[config.mk]
export PLATFORM = sky130hd
export DESIGN_NAME = ps2_keys
export DESIGN_NICKNAME = d
export VERILOG_FILES = /design/src/rtl/ps2_keys.sv
export SDC_FILE = /design/constraint.sdc
export NUM_CORES = 1
export LEC_CHECK = 0
export ABC_AREA = 0
export CAP_MARGIN = 30
export CORE_MARGIN = 2
export CORE_UTILIZATION = 40
export CTS_BUF_LIST = sky130_fd_sc_hd__clkbuf_8
export DETAILED_ROUTE_END_ITERATION = 10
export PLACE_DENSITY_LB_ADDON = 0.25
export SETUP_SLACK_MARGIN = 0.1
export SYNTH_ARGS = -nofsm -noshare
export SYNTH_HDL_FRONTEND = slang
export SYNTH_SLANG_ARGS = --single-unit
[constraint.sdc]
create_clock -name i_clk -period 2.2 [get_ports i_clk]
set_input_delay 0.33 -clock i_clk [delete_from_list [all_inputs] [get_ports i_clk]]
set_output_delay 0.33 -clock i_clk [all_outputs]
set_load 0.01 [all_outputs]
[src/rtl/ps2_keys.sv]
// ps2_keys
// Receives PS/2 keyboard frames and turns four keys into level outputs.
// The raw PS/2 lines are synchronised and the clock is glitch filtered.
// Each falling edge of the filtered clock is a sample event. A frame FSM
// assembles start, data, parity and stop bits. A scan-code decoder then
// tracks the E0/F0 prefixes and drives the key outputs.
//
// Ports
//   i_clk        system clock, all state lives in this domain
//   i_rst_n      asynchronous active-low reset
//   i_ps2_clk    raw PS/2 clock (asynchronous)
//   i_ps2_data   raw PS/2 data (asynchronous)
//   o_up         high while Up-arrow (E0 75) is held
//   o_down       high while Down-arrow (E0 72) is held
//   o_space      high while Space (29) is held
//   o_enter      high while Enter (5A, non-extended) is held
//   o_byte_out   last correctly received scan-code byte
//   o_byte_valid one-cycle pulse when o_byte_out is updated
//   o_frame_err  one-cycle pulse on parity, start/stop or timeout error
module ps2_keys #(
    parameter int FILTER_LEN     = 8,
    parameter int TIMEOUT_CYCLES = 100000
) (
    input  logic       i_clk,
    input  logic       i_rst_n,
    input  logic       i_ps2_clk,
    input  logic       i_ps2_data,
    output logic       o_up,
    output logic       o_down,
    output logic       o_space,
    output logic       o_enter,
    output logic [7:0] o_byte_out,
    output logic       o_byte_valid,
    output logic       o_frame_err
);

    localparam int FW = (FILTER_LEN > 1) ? $clog2(FILTER_LEN) : 1;
    localparam int TW = $clog2(TIMEOUT_CYCLES + 1);

    typedef enum logic [1:0] {IDLE, DATA, PARITY, STOP} FrameState;

    logic [1:0]    r_clkSync;
    logic [1:0]    r_dataSync;
    logic          r_filtClk;
    logic [FW-1:0] r_filtCnt;
    logic          r_sample;
    logic          r_sampleData;
    FrameState     r_state;
    FrameState     w_stateNext;
    logic [2:0]    r_bitCnt;
    logic [7:0]    r_shift;
    logic          r_parity;
    logic [TW-1:0] r_toCnt;
    logic          w_timeout;
    logic          w_frameOk;
    logic          w_frameBad;
    logic [7:0]    r_byteOut;
    logic          r_byteValid;
    logic          r_frameErr;
    logic          r_ext;
    logic          r_brk;
    logic          r_up;
    logic          r_down;
    logic          r_space;
    logic          r_enter;

    // Two-flop synchronisers; they reset to 1 because an idle PS/2 bus is high.
    always_ff @(posedge i_clk or negedge i_rst_n) begin
        if (!i_rst_n) begin
            r_clkSync  <= 2'b11;
            r_dataSync <= 2'b11;
        end else begin
            r_clkSync  <= {r_clkSync[0], i_ps2_clk};
            r_dataSync <= {r_dataSync[0], i_ps2_data};
        end
    end

    // Clock filter: the filtered clock follows only after FILTER_LEN
    // consecutive differing samples. Any agreeing sample restarts the run.
    // The data line is captured on the same cycle the filtered clock falls.
    // That cycle is the one-cycle sample event.
    always_ff @(posedge i_clk or negedge i_rst_n) begin
        if (!i_rst_n) begin
            r_filtClk    <= 1'b1;
            r_filtCnt    <= '0;
            r_sample     <= 1'b0;
            r_sampleData <= 1'b1;
        end else begin
            r_sample <= 1'b0;
            if (r_clkSync[1] == r_filtClk) begin
                r_filtCnt <= '0;
            end else if (r_filtCnt == FW'(FILTER_LEN - 1)) begin
                r_filtClk    <= r_clkSync[1];
                r_filtCnt    <= '0;
                r_sample     <= ~r_clkSync[1];
                r_sampleData <= r_dataSync[1];
            end else begin
                r_filtCnt <= r_filtCnt + FW'(1);
            end
        end
    end

    // The timeout fires only when no sample event arrives on the same cycle.
    assign w_timeout = (r_state != IDLE) && !r_sample &&
                       (r_toCnt == TW'(TIMEOUT_CYCLES - 1));

    // Frame FSM next-state. A good frame needs a 1 stop bit and an odd
    // number of ones across the data and parity bits.
    always_comb begin
        w_stateNext = r_state;
        w_frameOk   = 1'b0;
        w_frameBad  = 1'b0;
        if (w_timeout) begin
            w_stateNext = IDLE;
        end else if (r_sample) begin
            case (r_state)
                IDLE: begin
                    if (!r_sampleData) w_stateNext = DATA;
                end
                DATA: begin
                    if (r_bitCnt == 3'd7) w_stateNext = PARITY;
                end
                PARITY: begin
                    w_stateNext = STOP;
                end
                STOP: begin
                    w_stateNext = IDLE;
                    if (r_sampleData && (^{r_shift, r_parity})) w_frameOk = 1'b1;
                    else                                        w_frameBad = 1'b1;
                end
                default: w_stateNext = IDLE;
            endcase
        end
    end

    // Frame datapath: the shifter fills from the MSB side, so the LSB sent
    // first ends up in bit 0. Result pulses appear the cycle after the stop bit.
    always_ff @(posedge i_clk or negedge i_rst_n) begin
        if (!i_rst_n) begin
            r_state     <= IDLE;
            r_bitCnt    <= '0;
            r_shift     <= '0;
            r_parity    <= 1'b0;
            r_toCnt     <= '0;
            r_byteOut   <= '0;
            r_byteValid <= 1'b0;
            r_frameErr  <= 1'b0;
        end else begin
            r_state <= w_stateNext;
            if (r_sample && !w_timeout) begin
                case (r_state)
                    IDLE:   r_bitCnt <= '0;
                    DATA: begin
                        r_shift  <= {r_sampleData, r_shift[7:1]};
                        r_bitCnt <= r_bitCnt + 3'd1;
                    end
                    PARITY: r_parity <= r_sampleData;
                    default: ;
                endcase
            end
            if (r_state == IDLE || r_sample || w_timeout) r_toCnt <= '0;
            else                                          r_toCnt <= r_toCnt + TW'(1);
            r_byteValid <= w_frameOk;
            r_frameErr  <= w_frameBad | w_timeout;
            if (w_frameOk) r_byteOut <= r_shift;
        end
    end

    // Scan-code decoder: prefixes accumulate until a non-prefix byte uses them.
    // A frame error forgets the prefixes but leaves the keys as they are.
    always_ff @(posedge i_clk or negedge i_rst_n) begin
        if (!i_rst_n) begin
            r_ext   <= 1'b0;
            r_brk   <= 1'b0;
            r_up    <= 1'b0;
            r_down  <= 1'b0;
            r_space <= 1'b0;
            r_enter <= 1'b0;
        end else if (r_frameErr) begin
            r_ext <= 1'b0;
            r_brk <= 1'b0;
        end else if (r_byteValid) begin
            if (r_byteOut == 8'hE0) begin
                r_ext <= 1'b1;
            end else if (r_byteOut == 8'hF0) begin
                r_brk <= 1'b1;
            end else begin
                case ({r_ext, r_byteOut})
                    9'h175:  r_up    <= ~r_brk;
                    9'h172:  r_down  <= ~r_brk;
                    9'h029:  r_space <= ~r_brk;
                    9'h05A:  r_enter <= ~r_brk;
                    default: ;
                endcase
                r_ext <= 1'b0;
                r_brk <= 1'b0;
            end
        end
    end

    assign o_up         = r_up;
    assign o_down       = r_down;
    assign o_space      = r_space;
    assign o_enter      = r_enter;
    assign o_byte_out   = r_byteOut;
    assign o_byte_valid = r_byteValid;
    assign o_frame_err  = r_frameErr;

endmodule

After elaboration in Yosys (flattened, before gate mapping):

Index checks and enable logic that the tools add are counted.

* reduce and logical (&&, ||, !) cells: 25
* $add $sub $neg: 3
* bitwise gates (word level): 7
* multiplexer cells: 27
* equality and inequality tests: 17

Operators with widths (count)
* 5-bit AND reduction: 4
* 9-bit == test (second input constant): 2
* 1-bit two-way mux: 18
* 17-bit by 1-bit adder with 17-bit output (second input constant): 1
* 17-bit == test (second input constant): 1
* 17-bit two-way mux: 1
* 8-bit == test (second input constant): 2
* 2-bit AND reduction: 6
* 9-bit by 6-bit == test with 1-bit output (second input constant): 1
* 9-bit by 7-bit == test with 1-bit output (second input constant): 1
* 3-bit inequality test (second input constant): 3
* 9-bit parity: 1
* 2-bit two-way mux: 4
* 2-bit case mux with 4 select lines: 1
* 2-bit nonzero test: 4
* 3-bit by 1-bit adder with 3-bit output (second input constant): 2
* 3-bit == test (second input constant): 2
* 3-bit two-way mux: 2
* 1-bit inverter: 6
* 3-bit case mux with 2 select lines: 1
* 2-bit == test (second input constant): 2
* 1-bit logical AND: 4
* 3-bit AND reduction: 1
* 2-bit by 1-bit == test with 1-bit output (second input constant): 1
* other kinds (6): 8

* register bits after elaboration: 57
* output and inout port bits: 14
* word-level logic and storage cells: 99

Logic depth before layout (Yosys ltp):

* depth after elaboration: 7
* mapped depth: 6
* mapped depth without buffers: 6

Worst setup path before layout:

OpenSTA, ideal clock, no wires.

* path kind: reg-to-reg
* start point: register r_toCnt[5]
* end point: register r_state[0]
* data arrival time: 2028 ps
* stages on the path, launching flop included: 6
* slack: 53 ps
* required time: 2080 ps
* cell sequence: dfrtp_1 > buf_6 > or4b_1 > or4_4 > or3_1 > a31o_1

* word-level cells in the longest chain between the ends: 4
* elaborated cells on any way between the ends: 7
* classes of those cells: 3 x eq/ne; 1 x mux; 3 x reduce/logical

Ends and longest elaborated chain
* from (decl): RTL line 53 `logic [TW-1:0] r_toCnt;`
* from (signal assigned): RTL line 162 `else r_toCnt <= r_toCnt + TW'(1);`
* 17-bit == test (*): RTL line 105 `(r_toCnt == TW'(TIMEOUT_CYCLES - 1));`
* 1-bit logical AND (*): RTL line 104 `assign w_timeout = (r_state != IDLE) && !r_sample &&`
* 3-bit inequality test (no line) or 2-bit nonzero test (tied branches)
* 3-bit AND reduction (no line)
* to (signal assigned): RTL line 149 `r_state <= w_stateNext;`
* to (decl): RTL line 48 `FrameState r_state;`

Mark *: on every way between the ends. The rest lies on a longest branch, timed or not.
A chain may end at the register's enable or synchronous reset.

Worst setup path in the final report:

* start point: register r_toCnt[5]
* end point: register r_state[1]

Same word-level chain as after synthesis.

==> qor.yml <==
finish:
  seqCellArea_um2: 1434
  final_area_um2: 3246
  fin_cells: 351
  drive_gt1_share_pct: 20.80
  multiInputGateArea_um2: 1187
  fin_nets: 282
  fillCellCount: 585
  synthToLayoutAreaGrowth_pct: 21.33
  antenna_cells: 0
sta:
  hold_viol: 0
  slew_viol_final: 0
  tns_ns: 0
  slew_headroom_pct: 60.62
  tightest_slew_ns: 0.5907
  period_share_pct: 96.80
  rsz0062_at_grt: "true"
  max_freq_mhz: 469.6
  period_minus_slack_ns: 2.130
  setup_viol: 0
  skew_ns: 0.004889
power_and_ir_drop:
  swShare_pct: 22.17
  power-per-cell-area_nw_per_um2: 700.3
  p_leak_nw: 1.417
  pwr-share-seq_pct: 49.5
  pwr-share-comb_pct: 5.5
  power.share.clock_pct: 45.0
  p_sw_uw: 503.9
  p_int_mw: 1.769
  ir_drop_mv: 0.4444
synth:
  avgSynthCellArea_um2: 11.53
  synth_top_area_cell: "dfrtp_1"
  synthArstFlopShare_pct: 100.0
  seq_area_frac_synth_pct: 53.60
  synth_area_leaders: "dfrtp_1 48%, mux2_2 6.7%, dfstp_2 5.9%, xnor2_1 4.6%, ha_1 4.2%"
  synth_seq_cells: 57
  synth_top_area_share_pct: 47.71
  ys_types: 46
  synthCells: 232
  synthFlopType: "dfrtp_1"
  syn_nets: 245
  ys_warn_count: 0
  synth_edf_count: 0
  syn_area_um2: 2675
placed_design:
  hpwl_um: 3462
  place.gp.congestion: 0.8146
  numPortBuffers: 17
  placed_cells: 334
  placed_area_um2: 3014
die:
  row_count: 29
  die_area_um2: 7358
  start_util_pct: 41.65
  pin_count: 18
  die_y_um: 85.78
  die_x_um: 85.78
  coreArea_um2: 6422
clock_network:
  cts_root_buffer: "clkbuf_8"
  cts_sinks: 57
  cts_buffer_depth: 2
  clock_latency_ns: 0.32
  cts_inserted_buffers: 9
  clkTransAtPathRegs_ns: 0.06
  cts.htree.levels: 3
  cts_tree: "built"
critical_path:
  r2r_start: "r_toCnt[5]$_DFF_PN0_"
  cp_max_fo: 3
  r2r-end: "r_state[1]$_DFFE_PN0P_"
  critPathKind: "reg2reg"
  crit_path_end_kind: "flop"
  cp-start-kind: "flop"
  critPathArrivalTime_ns: 2.35
  ff2ff_path_depth: 4
  ff2ff_setup_slack_ns: 0.07
  cp_data_required_time_ns: 2.42
  critPathMaxStageDelay_ns: 0.55
  path_delay_family: "simple AND/OR/NAND/NOR gates"
  cp_num_buf_inv: 0
  path_cells: "or4b_4, or4_4, or3_4, a31o_1"
  slowest_stage: "or4_4"
status:
  violations: "DRC"
  status: "complete, but fails checks"
grt:
  grt_pass1_vias: 1810
  grt_usage_pct: 14.65
  overflow: 0
  grt_pass1_wl_um: 8383
  antenna_found_initial: 0
  grt_max_degree: 28
route:
  drc: 5
  drtPass1Iterations: 7
  ant_nets: 0
  drt_iter0_drc: 102
  via_count: 1841
  wl_um: 4885
  routedWlPerCell_um: 13.92
  viasPerCell: 5.245
worst_hold_path:
  worstHoldPathType: "in2async"
flow_run:
  drv_cap: 0
-- final cells by class --
| type | instances | share of cell area [%] |
|---|---|---|
| sequential | 57 | 44.18 |
| clock inverter | 4 | 1.542 |
| clock buffer | 12 | 5.089 |
| inverter | 10 | 1.157 |
| tap | 77 | 2.968 |
| multi-input combinational | 161 | 36.58 |
| timing repair buffer | 30 | 8.481 |
-- synthesized netlist by cell type (2+ instances only) --
cell type	count
dfrtp_1	51
nor2_1	23
mux2_2	16
nand2_1	15
xnor2_1	14
inv_1	10
ha_1	9
nand3_1	9
o21ai_0	7
a21oi_1	6
dfstp_2	6
nor4_1	5
xor2_1	5
nand4_1	4
nor3_1	4
nor4b_1	3
o31ai_1	3
o41ai_1	3
or3_1	3
a21o_1	2
a31o_1	2
a32o_1	2
and3_1	2
and4_1	2
nand4b_1	2
nor2b_1	2
o22ai_1	2
or4b_1	2
-- stage by stage --
| stage | power (mW) | setup WS, ns | hold slack [ns] | util [%] |
|---|---|---|---|---|
| after detailed placement | 1.273 | 0.09030 | 0.3491 | 46.93 |
| after global placement | 1.271 | 0.1169 | 0.3456 | 46.93 |
| after floorplan | 1.220 | 0.05256 | 0.03441 | - |
| final | 2.273 | 0.07036 | 0.002487 | 50.54 |
| after CTS | 2.312 | 0.09943 | 0.01271 | 50.48 |
| after global routing | 2.386 | 0.03397 | 0.03353 | 50.54 |
-- layout by cell type (no fill, tap or decap), types with 2 or more instances in the layout --
cell | netlist | routed
a21o_1 | 2 | 2
a21oi_1 | 6 | 6
a31o_1 | 2 | 2
a32o_1 | 2 | 2
and3_1 | 2 | 2
and4_1 | 2 | 2
buf_4 | 0 | 12
clkbuf_8 | 0 | 12
clkdlybuf4s50_1 | 0 | 16
clkinvlp_4 | 0 | 2
dfrtp_1 | 51 | 51
dfstp_2 | 6 | 6
ha_1 | 9 | 9
inv_1 | 10 | 10
mux2_2 | 16 | 16
nand2_1 | 15 | 15
nand3_1 | 9 | 9
nand4_1 | 4 | 4
nand4b_1 | 2 | 2
nor2_1 | 23 | 23
nor2b_1 | 2 | 2
nor3_1 | 4 | 4
nor4_1 | 5 | 5
nor4b_1 | 3 | 3
o21ai_0 | 7 | 7
o22ai_1 | 2 | 2
o31ai_1 | 3 | 3
o41ai_1 | 3 | 3
or3_1 | 3 | 2
xnor2_1 | 14 | 14
xor2_1 | 5 | 5
-- cell families after synthesis --
kind of cell | after synthesis | synth area share, %
fa+ha+maj | 9 | 4.210
buf+inv | 14 | 2.338
simple gates | 83 | 16.70
mux | 18 | 7.624
xor+xnor | 21 | 7.951
flops | 57 | 53.60
compound gates | 30 | 7.577
-- worst max path at each step --
stage	to	cells past startpoint	from	slack, ns
after floorplan	r_state[0]$_DFFE_PN0P_	5	r_toCnt[5]$_DFF_PN0_	0.05
after global placement	r_state[1]$_DFFE_PN0P_	4	r_toCnt[5]$_DFF_PN0_	0.12
after detailed placement	r_state[1]$_DFFE_PN0P_	4	r_toCnt[13]$_DFF_PN0_	0.09
after CTS	r_state[0]$_DFFE_PN0P_	4	r_toCnt[11]$_DFF_PN0_	0.1
after global routing	r_state[0]$_DFFE_PN0P_	4	r_toCnt[5]$_DFF_PN0_	0.03
final	r_state[1]$_DFFE_PN0P_	4	r_toCnt[5]$_DFF_PN0_	0.07
-- power groups by stage --
stage	sequential, mW	clock [mW]	combinational (mW)
2_1_floorplan	1.14	0	0.0814
3_3_place_gp	1.14	0	0.128
3_5_place_dp	1.14	0	0.130
4_1_cts	1.12	1.06	0.131
5_1_grt	1.13	1.11	0.149
6_report	1.12	1.02	0.126
-- flip-flops by register name, indices dropped and copies added, names as in the netlist, 2 cells and up --
| register | flops |
|---|---|
| o_byte_out | 8 |
| r_bitCnt | 3 |
| r_clkSync | 2 |
| r_dataSync | 2 |
| r_filtCnt | 3 |
| r_shift | 8 |
| r_state | 2 |
| r_toCnt | 17 |
-- worst reg2reg max path: stages, from the launching register on --
cell     delay (ns)
dfrtp_1        0.39
or4b_4         0.54
or4_4          0.55
or3_4          0.34
a31o_1         0.20
-- routing by layer --
metal | track usage (%) | part of all wire (%) | vias to the layer above
met3 | 5.101 | 4.4 | 8
met2 | 22.94 | 48 | 40
met5 | 0 | 0 | -
met4 | 5.051 | 1.2 | 0
li1 | - | - | 914
met1 | 19.01 | 47 | 879
-- repair_timing --
action,CTS,global route
setup buffers,1,0
endpoints found under the hold margin,0,0
resized for setup,1,1
pin swaps,0,1
gates cloned,0,0
hold buffers,0,0
endpoints found under the setup margin,2,2
Power figures use the tool's default switching activity.
